### src/rtl/extra1_lp_pkg.sv
// extra1_lp_pkg: widths, latency and result type for the extra1_lp multiply-add pipeline
package extra1_lp_pkg;
  localparam int OP_W = 32;
  localparam int HALF_W = 16;
  localparam int RES_W = 36;
  localparam int LATENCY = 3;
  typedef logic [RES_W-1:0] res_t;
endpackage

### src/rtl/extra1_lp_mul16x16.sv
// mul16x16: registered unsigned 16x16->32 multiplier, one product per clock
module mul16x16
  import extra1_lp_pkg::*;
(
  input  logic                  clk,
  input  logic                  rst_n,
  input  logic [HALF_W-1:0]     a,
  input  logic [HALF_W-1:0]     b,
  output logic [2*HALF_W-1:0]   p
);
  always_ff @(posedge clk or negedge rst_n)
    if (!rst_n) p <= '0;
    else p <= a * b;
endmodule

### src/rtl/extra1_lp.sv
// extra1_lp: three-stage pipeline computing Q = (A_in*B_in + C_in) mod 2^36
module extra1_lp
  import extra1_lp_pkg::*;
(
  input  logic            clk,
  input  logic            rst_n,
  input  logic [OP_W-1:0] A_in,
  input  logic [OP_W-1:0] B_in,
  input  logic [OP_W-1:0] C_in,
  output res_t            Q
);
  logic [OP_W-1:0] a_q, b_q, c_q, c_d;
  logic [2*HALF_W-1:0] pp0, pp1, pp2, pp3;
  res_t sum;
  always_ff @(posedge clk or negedge rst_n)
    if (!rst_n) begin
      a_q <= '0;
      b_q <= '0;
      c_q <= '0;
      c_d <= '0;
      Q <= '0;
    end else begin
      a_q <= A_in;
      b_q <= B_in;
      c_q <= C_in;
      c_d <= c_q;
      Q <= sum;
    end
  mul16x16 u_pp0 (.clk(clk), .rst_n(rst_n), .a(a_q[HALF_W-1:0]),    .b(b_q[HALF_W-1:0]),    .p(pp0));
  mul16x16 u_pp1 (.clk(clk), .rst_n(rst_n), .a(a_q[HALF_W-1:0]),    .b(b_q[OP_W-1:HALF_W]), .p(pp1));
  mul16x16 u_pp2 (.clk(clk), .rst_n(rst_n), .a(a_q[OP_W-1:HALF_W]), .b(b_q[HALF_W-1:0]),    .p(pp2));
  mul16x16 u_pp3 (.clk(clk), .rst_n(rst_n), .a(a_q[OP_W-1:HALF_W]), .b(b_q[OP_W-1:HALF_W]), .p(pp3));
  // Shifts at RES_W width drop every bit that cannot reach the 36-bit result
  always_comb
    sum = res_t'(pp0) + (res_t'(pp1) << HALF_W) + (res_t'(pp2) << HALF_W)
        + (res_t'(pp3) << OP_W) + res_t'(c_d);
endmodule

### config.mk
export PLATFORM = sky130hd
export DESIGN_NAME = extra1_lp
export DESIGN_NICKNAME = d
export VERILOG_FILES = /design/src/rtl/extra1_lp_pkg.sv /design/src/rtl/extra1_lp_mul16x16.sv /design/src/rtl/extra1_lp.sv
export SDC_FILE = /design/constraint.sdc
export NUM_CORES = 2
export LEC_CHECK = 0
export CELL_PAD_IN_SITES_DETAIL_PLACEMENT = 0
export CELL_PAD_IN_SITES_GLOBAL_PLACEMENT = 2
export CORE_MARGIN = 3
export CORE_UTILIZATION = 38
export DETAILED_ROUTE_END_ITERATION = 6
export PLACE_DENSITY_LB_ADDON = 0.1
export SYNTH_ARGS = -nofsm -noshare
export SYNTH_HDL_FRONTEND = slang
export SYNTH_HIERARCHICAL = 1
export SYNTH_SLANG_ARGS = --single-unit
### constraint.sdc
create_clock -name clk -period 5.7 [get_ports clk]
set_clock_uncertainty 0.05 [all_clocks]
set_input_delay 1.71 -clock clk [delete_from_list [all_inputs] [get_ports clk]]
set_output_delay 1.71 -clock clk [all_outputs]
set_load 0.03 [all_outputs]
==> reports/results.ini <==
[run_status]
status = finished, violations left
violations = negative setup slack

[logic_synthesis]
syn_inst = 3061
syn_nets = 3971
syn_area_per_cell_um2 = 9.73
netlist_area_um2 = 29800
yosysWarnings = 6

[detailed_routing]
drt_first_pass_iters = 5
final_antenna_net_count = 0
avgRoutedWirePerCell_um = 18.9
wl_mm = 83.3
via_count = 20900
vias_per_cell = 4.74
drc = 0
dr.first_iter.drc_count = 920

[clock_tree]
clock_latency_ns = 0.62
root_buffer = clkbuf_16
cts-htree-levels = 1
clkSinkCount = 240
cts_buffers = 31
cts_tree = built
cts_buffer_depth = 3
clkTransAtPathRegs_ns = 0.07

[floorplanning]
die_h_um = 286
die_area_um2 = 81800
start_util = 0.384
rows = 102
core_area_um2 = 77600
io_pins = 134
die_x_um = 286

[final_layout]
final_cell_mix = 650 x inv_1, 496 x fa_1, 402 x nand2_1
seqCellArea_um2 = 6030
multi_input_area_um2 = 21500
final_util = 0.462
fillers = 7553
area_growth_pct = 20.5
final_nets = 4247
layout_commonest_cell = inv_1
drive_gt1_frac = 0.137

[sta]
worstMarginPinSlew_ns = 0.847
finalHoldViolCount = 0
fin_ws_ns = -0.0815
tns_ns = -0.272
setup_viol = 5
relSlewSlack = 0.436
fmax_mhz = 173
period_share = 1.01
fin_crit_ns = 5.78
final-max-slew-violation-count = 0
rsz0062_at_grt = yes

[worst_setup_path]
end_kind = flop
ff2ff_path_depth = 22
cp.arrival_ns = 6.21
worst_setup_path_start_kind = flop
worstSetupPathType = flop to flop
critPathMaxFanout = 7
critPathRequiredTime_ns = 6.13

[min_path]
hold_class = flop to flop
holdPathStages = 0

[global_routing]
grt_max_degree = 97
grt_pass1_wl_mm = 132
antenna_found_initial = 3
gr-total-overflow = 0
grt_pass1_vias = 23000
track_usage = 0.208

[place]
place_ws_ns = -0.281
port_buffers = 133
hpwl_mm = 68.9
place_congestion = 0.850

[job]
maxCapViolations = 0

-- cell type report --
class                           count  share of cell area
Timing Repair Buffer              363              0.0947
Inverter                          670              0.0701
Sequential cell                   240               0.168
Multi-Input combinational cell   2031               0.599
Tap cell                         1040              0.0363
Antenna cell                        2            0.000139
Clock inverter                     18             0.00743
Clock buffer                       38              0.0243
-- registers in the layout, indices dropped and copies added, names as in the netlist --
signal   count
a_q         32
Q           36
c_q         32
u_pp1/p     20
u_pp2/p     20
u_pp0/p     32
u_pp3/p      4
c_d         32
b_q         32
-- metal layers --
metal  vias to the layer above  share of wire  global-route usage
met1                     10700           0.46               0.290
met2                       380           0.48               0.351
met4                         2          0.020              0.0412
met5                         -        0.00011                   0
met3                        70          0.038              0.0245
li1                       9749              -                   -
-- path summary, 6_finish.rpt --
| kind | start | endpoint | slack [ns] |
|---|---|---|---|
| setup / recovery | b_q[6] | u_pp0/p[26] | -0.08 |
| hold / removal | c_q[14] | c_d[14] | 0.30 |
| setup reg to reg | b_q[6] | u_pp0/p[26] | -0.08 |
| hold reg to reg | c_q[14] | c_d[14] | 0.30 |
| max in group asynchronous | rst_n | c_d[18] | 3.42 |
| min in group asynchronous | rst_n | Q[14] | 1.04 |
-- metrics by stage --
stage / hold slack, ns / std cells / area [µm²]
5_1_grt: 0.302 / 4400 / 35900
3_5_place_dp: 0.285 / 4321 / 33700
2_1_floorplan: 0.281 / 3061 / 30100
6_report: 0.298 / 4402 / 35900
3_3_place_gp: 0.287 / 4321 / 33700
4_1_cts: 0.298 / 4390 / 35200
-- timing repair --
item,CTS,global route
pin swaps,36,80
resized for setup,46,148
hold buffers,0,0
setup endpoints to repair,19,31
gates cloned,1,1
setup buffers,12,10
-- critical path, stage by stage (launching register included) --
cell and delay, ns:
dfrtp_2 0.48, buf_12 0.16, and2_4 0.13, fa_1 0.50, inv_1 0.06, fa_1 0.55, fa_1 0.44, fa_1 0.51
inv_2 0.04, fa_1 0.48, inv_1 0.05, fa_1 0.51, inv_2 0.05, ha_4 0.25, buf_6 0.11, o21a_1 0.10
a21oi_2 0.13, buf_4 0.14, o21bai_1 0.06, a221o_1 0.36, a21oi_4 0.23, o21ai_1 0.11, xor2_1 0.15
Power is not shown: default switching activity piles up to over one toggle a cycle in this logic, so the estimate is an artifact.
